--- src/rtl/axi4_wr_aux_responder.sv ---
// rtl/axi4_wr_aux_responder.sv - AXI4 slave write-channel responder, one burst at a time
//
// Purpose:
//   Accepts one AW request, publishes {id,addr,len} on an info stream to the
//   local sink, opens the W path, counts W beats against awlen and returns a
//   single B response carrying the latched ID. The response is SLVERR when
//   wlast arrives early or is missing on the final counted beat.
//
// Ports:
//   axi_aclk, axi_aresetn          clock, asynchronous active-low reset
//   axi_aw*                        AW channel (id, addr, len, valid/ready)
//   axi_wvalid, axi_wlast, wready  W channel control (data goes straight to sink)
//   axi_b*                         B channel (id, resp, valid/ready)
//   info_tdata/tvalid/tready       {id,addr,len} stream to the local sink
//   data_ready                     sink can take a W beat this cycle
//   stream_en                      W path open; sink takes wvalid & wready beats
module axi4_wr_aux_responder #(
  parameter int ASIZE  = 32,
  parameter int IDSIZE = 4,
  parameter int LSIZE  = 8
) (
  input  logic                          axi_aclk,
  input  logic                          axi_aresetn,
  input  logic [IDSIZE-1:0]             axi_awid,
  input  logic [ASIZE-1:0]              axi_awaddr,
  input  logic [LSIZE-1:0]              axi_awlen,
  input  logic                          axi_awvalid,
  output logic                          axi_awready,
  input  logic                          axi_wvalid,
  input  logic                          axi_wlast,
  output logic                          axi_wready,
  output logic [IDSIZE-1:0]             axi_bid,
  output logic [1:0]                    axi_bresp,
  output logic                          axi_bvalid,
  input  logic                          axi_bready,
  output logic [IDSIZE+ASIZE+LSIZE-1:0] info_tdata,
  output logic                          info_tvalid,
  input  logic                          info_tready,
  input  logic                          data_ready,
  output logic                          stream_en
);

  typedef enum logic [1:0] {
    IDLE = 2'd0,
    INFO = 2'd1,
    DATA = 2'd2,
    RESP = 2'd3
  } state_t;

  state_t            state;
  logic [IDSIZE-1:0] id_q;
  logic [LSIZE-1:0]  len_q;
  logic [LSIZE-1:0]  cnt;
  logic              err;

  logic aw_hs;
  logic info_hs;
  logic w_hs;
  logic b_hs;
  logic cnt_at_len;
  logic burst_end;

  assign axi_wready = stream_en & data_ready;

  assign aw_hs      = axi_awvalid & axi_awready;
  assign info_hs    = info_tvalid & info_tready;
  assign w_hs       = axi_wvalid & axi_wready;
  assign b_hs       = axi_bvalid & axi_bready;

  // Compared before the increment, so len = all-ones still ends cleanly
  // on the final beat without needing a wider counter.
  assign cnt_at_len = (cnt == len_q);
  assign burst_end  = w_hs & (axi_wlast | cnt_at_len);

  // The error flag is registered on the ending beat, so it is already
  // valid in the first RESP cycle and can drive bresp directly.
  assign axi_bresp  = {err, 1'b0};

  // Outputs are assigned alongside the state transition so they reflect
  // the next state and are valid in the first cycle of that state.
  always_ff @(posedge axi_aclk or negedge axi_aresetn) begin
    if (!axi_aresetn) begin
      state       <= IDLE;
      id_q        <= '0;
      len_q       <= '0;
      cnt         <= '0;
      err         <= 1'b0;
      axi_awready <= 1'b0;
      axi_bvalid  <= 1'b0;
      axi_bid     <= '0;
      info_tdata  <= '0;
      info_tvalid <= 1'b0;
      stream_en   <= 1'b0;
    end else begin
      case (state)
        IDLE: begin
          if (aw_hs) begin
            id_q        <= axi_awid;
            len_q       <= axi_awlen;
            cnt         <= '0;
            err         <= 1'b0;
            info_tdata  <= {axi_awid, axi_awaddr, axi_awlen};
            info_tvalid <= 1'b1;
            axi_awready <= 1'b0;
            state       <= INFO;
          end else begin
            axi_awready <= 1'b1;
          end
        end
        INFO: begin
          if (info_hs) begin
            info_tvalid <= 1'b0;
            stream_en   <= 1'b1;
            state       <= DATA;
          end
        end
        DATA: begin
          if (w_hs) begin
            cnt <= cnt + {{(LSIZE-1){1'b0}}, 1'b1};
          end
          if (burst_end) begin
            // Early wlast or missing wlast both flag SLVERR.
            err        <= axi_wlast ^ cnt_at_len;
            stream_en  <= 1'b0;
            axi_bvalid <= 1'b1;
            axi_bid    <= id_q;
            state      <= RESP;
          end
        end
        RESP: begin
          if (b_hs) begin
            axi_bvalid  <= 1'b0;
            axi_awready <= 1'b1;
            state       <= IDLE;
          end
        end
        default: begin
          state <= IDLE;
        end
      endcase
    end
  end

endmodule

--- config.mk ---
export PLATFORM = sky130hd
export DESIGN_NAME = axi4_wr_aux_responder
export DESIGN_NICKNAME = d
export VERILOG_FILES = /design/src/rtl/axi4_wr_aux_responder.sv
export SDC_FILE = /design/constraint.sdc
export NUM_CORES = 1
export LEC_CHECK = 0
export ABC_AREA = 1
export BUFFER_PORTS_ARGS = -buffer_cell sky130_fd_sc_hd__buf_4
export CORE_MARGIN = 2
export CORE_UTILIZATION = 44
export DETAILED_ROUTE_END_ITERATION = 12
export PLACE_DENSITY = 0.75
export SETUP_SLACK_MARGIN = 0.3
export SYNTH_ARGS = -nofsm -noshare
export SYNTH_HDL_FRONTEND = slang
export SYNTH_SLANG_ARGS = --single-unit
--- constraint.sdc ---
create_clock -name axi_aclk -period 1.6 [get_ports axi_aclk]
set_input_delay 0.32 -clock axi_aclk [delete_from_list [all_inputs] [get_ports axi_aclk]]
set_output_delay 0.32 -clock axi_aclk [all_outputs]
set_load 0.02 [all_outputs]
Word-level counts from Yosys, hierarchy flattened
Index checks and enable logic that the tools add are counted.

operators by class
  add/sub/neg operators = 1
  equality and inequality tests = 9
  muxes and demuxes = 23
  bitwise operators = 8
  reduce and logical (&&, ||, !) cells = 15

operators by type and width
  cell                                                              number
  8-bit 2-to-1 mux                                                  2
  8-bit one-hot mux with 2 select lines                             1
  3-bit AND reduction                                               5
  1-bit 2-to-1 mux                                                  10
  2-bit inequality test (second input constant)                     5
  1-bit one-hot mux with 2 select lines                             5
  2-bit nonzero test                                                5
  8-bit by 1-bit adder with 8-bit output (second input constant)    1
  8-bit == test                                                     1
  2-bit 2-to-1 mux                                                  4
  2-bit one-hot mux with 4 select lines                             1
  1-bit bitwise AND                                                 6
  2-bit AND reduction                                               3
  2-bit == test (second input constant)                             2
  4-bit AND reduction                                               1
  2-bit by 1-bit == test with 1-bit output (second input constant)  1
  2-bit logical NOT                                                 1
  1-bit OR                                                          1
  1-bit bitwise XOR                                                 1

storage, ports and cells
  register bits after elaboration = 75
  bits of input ports = 52
  output and inout port bits = 55
  logic and storage cells = 67

Logic depth before layout (Yosys ltp)
  word-level depth = 5
  mapped depth = 11
  depth with buffers taken out = 10

Worst setup path before layout
No wires, ideal clock.

  kind = register to register
  from = register, netlist name info_tdata[7]
  to = register axi_bid[3]
  setup time = 0.121 ns
  arrival time = 1.610 ns
  required time = 1.479 ns
  path slack = -0.131 ns
  cell stages (with the launch flop) = 10
  buffers on the path = 0
  clock period less this slack = 1.731 ns
  cells stage by stage = dfrtp_1 xor2_1 nor3_1 nand2_1 ha_1 nand3b_2 nor2_4 inv_1 nand2_1 o21ai_1

RTL lines
  item                  RTL line  RTL
  to (signal assigned)  126       axi_bid <= id_q;
  to (decl)             32        output logic [IDSIZE-1:0] axi_bid,

==> results.txt <==
----------------------------------------------------
[Floorplan]
  Die Y-Extent ... 85.10 µm
  Row count ... 29
  Initial standard-cell utilization of the core ... 45.58%
  Standard cell core area ... 6350 µm²
  Die Width ... 85.10 µm
  Number of placed I/O pins ... 107
  Die Area ... 7242 µm²

[STA]
  Maximum clock rate ... 539.6 MHz
  Number of endpoints with negative hold slack in the final report ... 0
  Clock skew after layout ... 0.008373 ns
  Unrepaired setup endpoints after global routing ... yes
  Period utilization ... 115.8%
  Final setup margin ... -0.2532 ns
  Tmin final ... 1.853 ns
  Sum of negative setup slack ... -1.820 ns
  Fin. max-slew vios ... 0
  Hold Worst Slack ... 0.1808 ns
  Final number of setup-violating endpoints ... 9

[Placed design]
  Port buffer count ... 105
  DP Worst Slack ... -0.1573 ns
  Post-DP HPWL ... 5061 µm
  Placed Cells incl. Taps ... 541
  Final weighted congestion of routability-driven global placement ... 0.8501

[Critical path]
  Crit path capture type ... register
  Largest fanout on the critical path ... 5
  Arr. time, crit path ... 2.08 ns
  Capturing point of the worst reg2reg path ... axi_bid[3]$_DFFE_PN0P_
  Flop-to-flop setup slack ... -0.25 ns
  R2R Path Start ... info_tdata[2]$_DFFE_PN0P_
  Cell depth of the worst flop-to-flop path ... 10
  Capture point of the worst path ... axi_bid[3]$_DFFE_PN0P_
  Launching element type of the critical path ... register
  Setup crit start ... info_tdata[2]$_DFFE_PN0P_
  Path type of the worst setup path ... register to register
  WP data required ... 1.82 ns

[Global routing]
  Pin count of the biggest net entering global routing ... 44
  Final global-route overflow total ... 0
  GRT Total Usage ... 22.74%
  Number of global-route vias before repair ... 2886
  First-pass GRT wire length ... 13020 µm
  Number of antenna violations at the first check in global routing ... 0

[Clock tree]
  H-tree depth ... 3
  Root buf cell ... sky130_fd_sc_hd__clkbuf_8
  CTS buffer count ... 9
  Clock tree from TritonCTS ... done
  Worst-path clk slew ... 0.07 ns
  Source-to-sink clock delay at the later pin of the worst-skew pair ... 0.34 ns
  Maximum number of buffers from clock root to sink ... 2
  Clock sinks ... 63

[Logic synthesis]
  Proportion of synthesized chip area in sequential cells ... 54.47%
  Cell count after synthesis ... 352
  Synthesis Warnings ... 0
  Mapped Area ... 2894 µm²
  Number of distinct library cells after synthesis ... 26
  Average instance area after synthesis ... 8.222 µm²
  Synthesized net count ... 410
  Number of register bits inferred by synthesis ... 63

[Hold path]
  Class of the most critical hold timing path ... input pin to register

[Detailed routing]
  Via-to-Cell Ratio ... 5.515
  Residual DRC ... 0
  DRC violation total after the first TritonRoute iteration ... 271
  Via count of the routed design ... 3243
  Drt first pass iters ... 5
  Detailed Route WL ... 12580 µm
  Average detailed-routed wire length per instance ... 21.39 µm
  Number of routed nets with antenna violations ... 0

[Pwr]
  Worst IR Drop VDD ... 1.474 mV
  Leakage ... 2.767 nW
  Design Power ... 10.46 mW
  Power density normalized to cell area ... 2042 nW/µm²

[Layout]
  Layout cells sized above 1 ... 56.95%
  Commonest non-fill, non-tap cell in the layout ... sky130_fd_sc_hd__buf_4
  Most used cells in the layout excluding fill and tap cells ... 116 x sky130_fd_sc_hd__buf_4, 103 x sky130_fd_sc_hd__nand2_1, 61 x sky130_fd_sc_hd__nand2_2
  Fill cell instance count of the final layout ... 306
  NumNets Final ... 565
  Number of standard cells in the final layout excluding fillers ... 588
  Area Overhead vs Synth ... 77.04%
  N_diodes ... 0

[Outcome]
  Violated checks ... negative setup slack
  Outcome ... complete, but fails checks

[Flow run]
  Number of max-cap violations ... 0

----------------------------------------------------
[power breakdown]
| part | switching (mW) | internal, mW | total, mW |
|---|---|---|---|
| registers | 0.629 | 2.25 | 2.88 |
| clock network | 0.665 | 0.908 | 1.57 |
| logic | 3.28 | 2.73 | 6.01 |
| total | 4.58 | 5.89 | 10.5 |
[critical path, cell delays in order, from the launching register on]
cell                       delay (ns)
sky130_fd_sc_hd__dfrtp_2         0.43
sky130_fd_sc_hd__xnor2_1         0.20
sky130_fd_sc_hd__nand2_1         0.10
sky130_fd_sc_hd__nor3_2          0.17
sky130_fd_sc_hd__nand2_1         0.08
sky130_fd_sc_hd__ha_2            0.18
sky130_fd_sc_hd__nand3b_4        0.17
sky130_fd_sc_hd__nor2_4          0.16
sky130_fd_sc_hd__inv_2           0.09
sky130_fd_sc_hd__nand2_1         0.08
sky130_fd_sc_hd__o21ai_1         0.08
[kinds of logic (layout without fill, tap and decap cells)]
kind of cell	after synthesis	count (layout)	synth area share, %
xor gates and xnor gates	8	8	2.421
DFF	63	63	54.47
adders and majority gates	6	6	2.594
and+or+nand+nor	223	223	30.70
other	1	1	0.1296
buffers and inverters	36	195	6.355
AOI/OAI and AO/OA	15	15	3.329
[layout make-up]
cell class | instances | area (µm²) | share of cell area [%]
Multi-Input combinational cell | 253 | 1600 | 31.23
Tap cell | 77 | 96.34 | 1.880
Clock inverter | 4 | 70.07 | 1.368
Clock buffer | 11 | 141.4 | 2.759
Inverter | 22 | 97.59 | 1.905
Timing Repair inverter | 1 | 16.27 | 0.3175
Timing Repair Buffer | 157 | 1520 | 29.67
Sequential cell | 63 | 1582 | 30.87
[synth_stat cells (all sizes together)]
cell | number | area, µm²
buf | 10 | 86.32
o21ai | 11 | 70.06
ha | 6 | 75.07
nor2 | 9 | 41.29
nand3 | 12 | 65.06
xnor2 | 4 | 35.03
clkbuf | 4 | 15.01
o211ai | 1 | 7.510
nor3 | 3 | 15.01
a22o | 1 | 8.760
nand3b | 1 | 11.26
xor2 | 4 | 35.03
dfrtp | 63 | 1577
nand2 | 194 | 730.7
conb | 1 | 3.750
a21oi | 2 | 10.01
inv | 22 | 82.58
nand4 | 4 | 25.02
[state kept, by name, summed over array words and instances (netlist names)]
register     cells
id_q             1
err              1
state            2
axi_bvalid       1
axi_bid          4
axi_awready      1
cnt              8
info_tdata      43
info_tvalid      1
stream_en        1
[per-layer routing]
| layer | vias up | track usage (%) | wire length [µm] |
|---|---|---|---|
| met1 | 1591 | 28.15 | 4536 |
| met4 | 0 | 9.380 | 695 |
| met3 | 62 | 8.852 | 968 |
| met2 | 199 | 35.72 | 6374 |
| met5 | - | 0 | 0 |
| li1 | 1391 | - | - |
[worst min path at each step]
| stage | start | endpoint | slack, ns | cells past startpoint |
|---|---|---|---|---|
| finish | axi_awaddr[28] | info_tdata[36]$_DFFE_PN0P_ | 0.18 | 3 |
| floorplan | axi_aresetn | axi_awready$_DFFE_PN0P_ | 0.02 | 0 |
| global placement | axi_aresetn | id_q[3]$_DFFE_PN0P_ | 0.28 | 1 |
| CTS | axi_awaddr[11] | info_tdata[19]$_DFFE_PN0P_ | 0.17 | 3 |
| detailed placement | axi_aresetn | id_q[3]$_DFFE_PN0P_ | 0.29 | 1 |
| global route | axi_awaddr[28] | info_tdata[36]$_DFFE_PN0P_ | 0.18 | 3 |
[timing repair]
item / 4_1_cts / 5_1_grt
pin swaps: 15 / 59
setup buffers: 11 / 6
gates resized for setup: 52 / 129
hold endpoints to repair: 31 / 0
endpoints found under the setup margin: 70 / 73
cloned: 1 / 13
hold buffers: 1 / 0
[per-stage QoR]
stage                     util, %  area [µm²]
after detailed placement    61.18        3885
after CTS                   69.06        4385
after floorplan                 -        2925
final                       80.69        5124
after global routing        80.69        5124
after global placement      61.18        3885
Power figures use the tool's default switching activity.
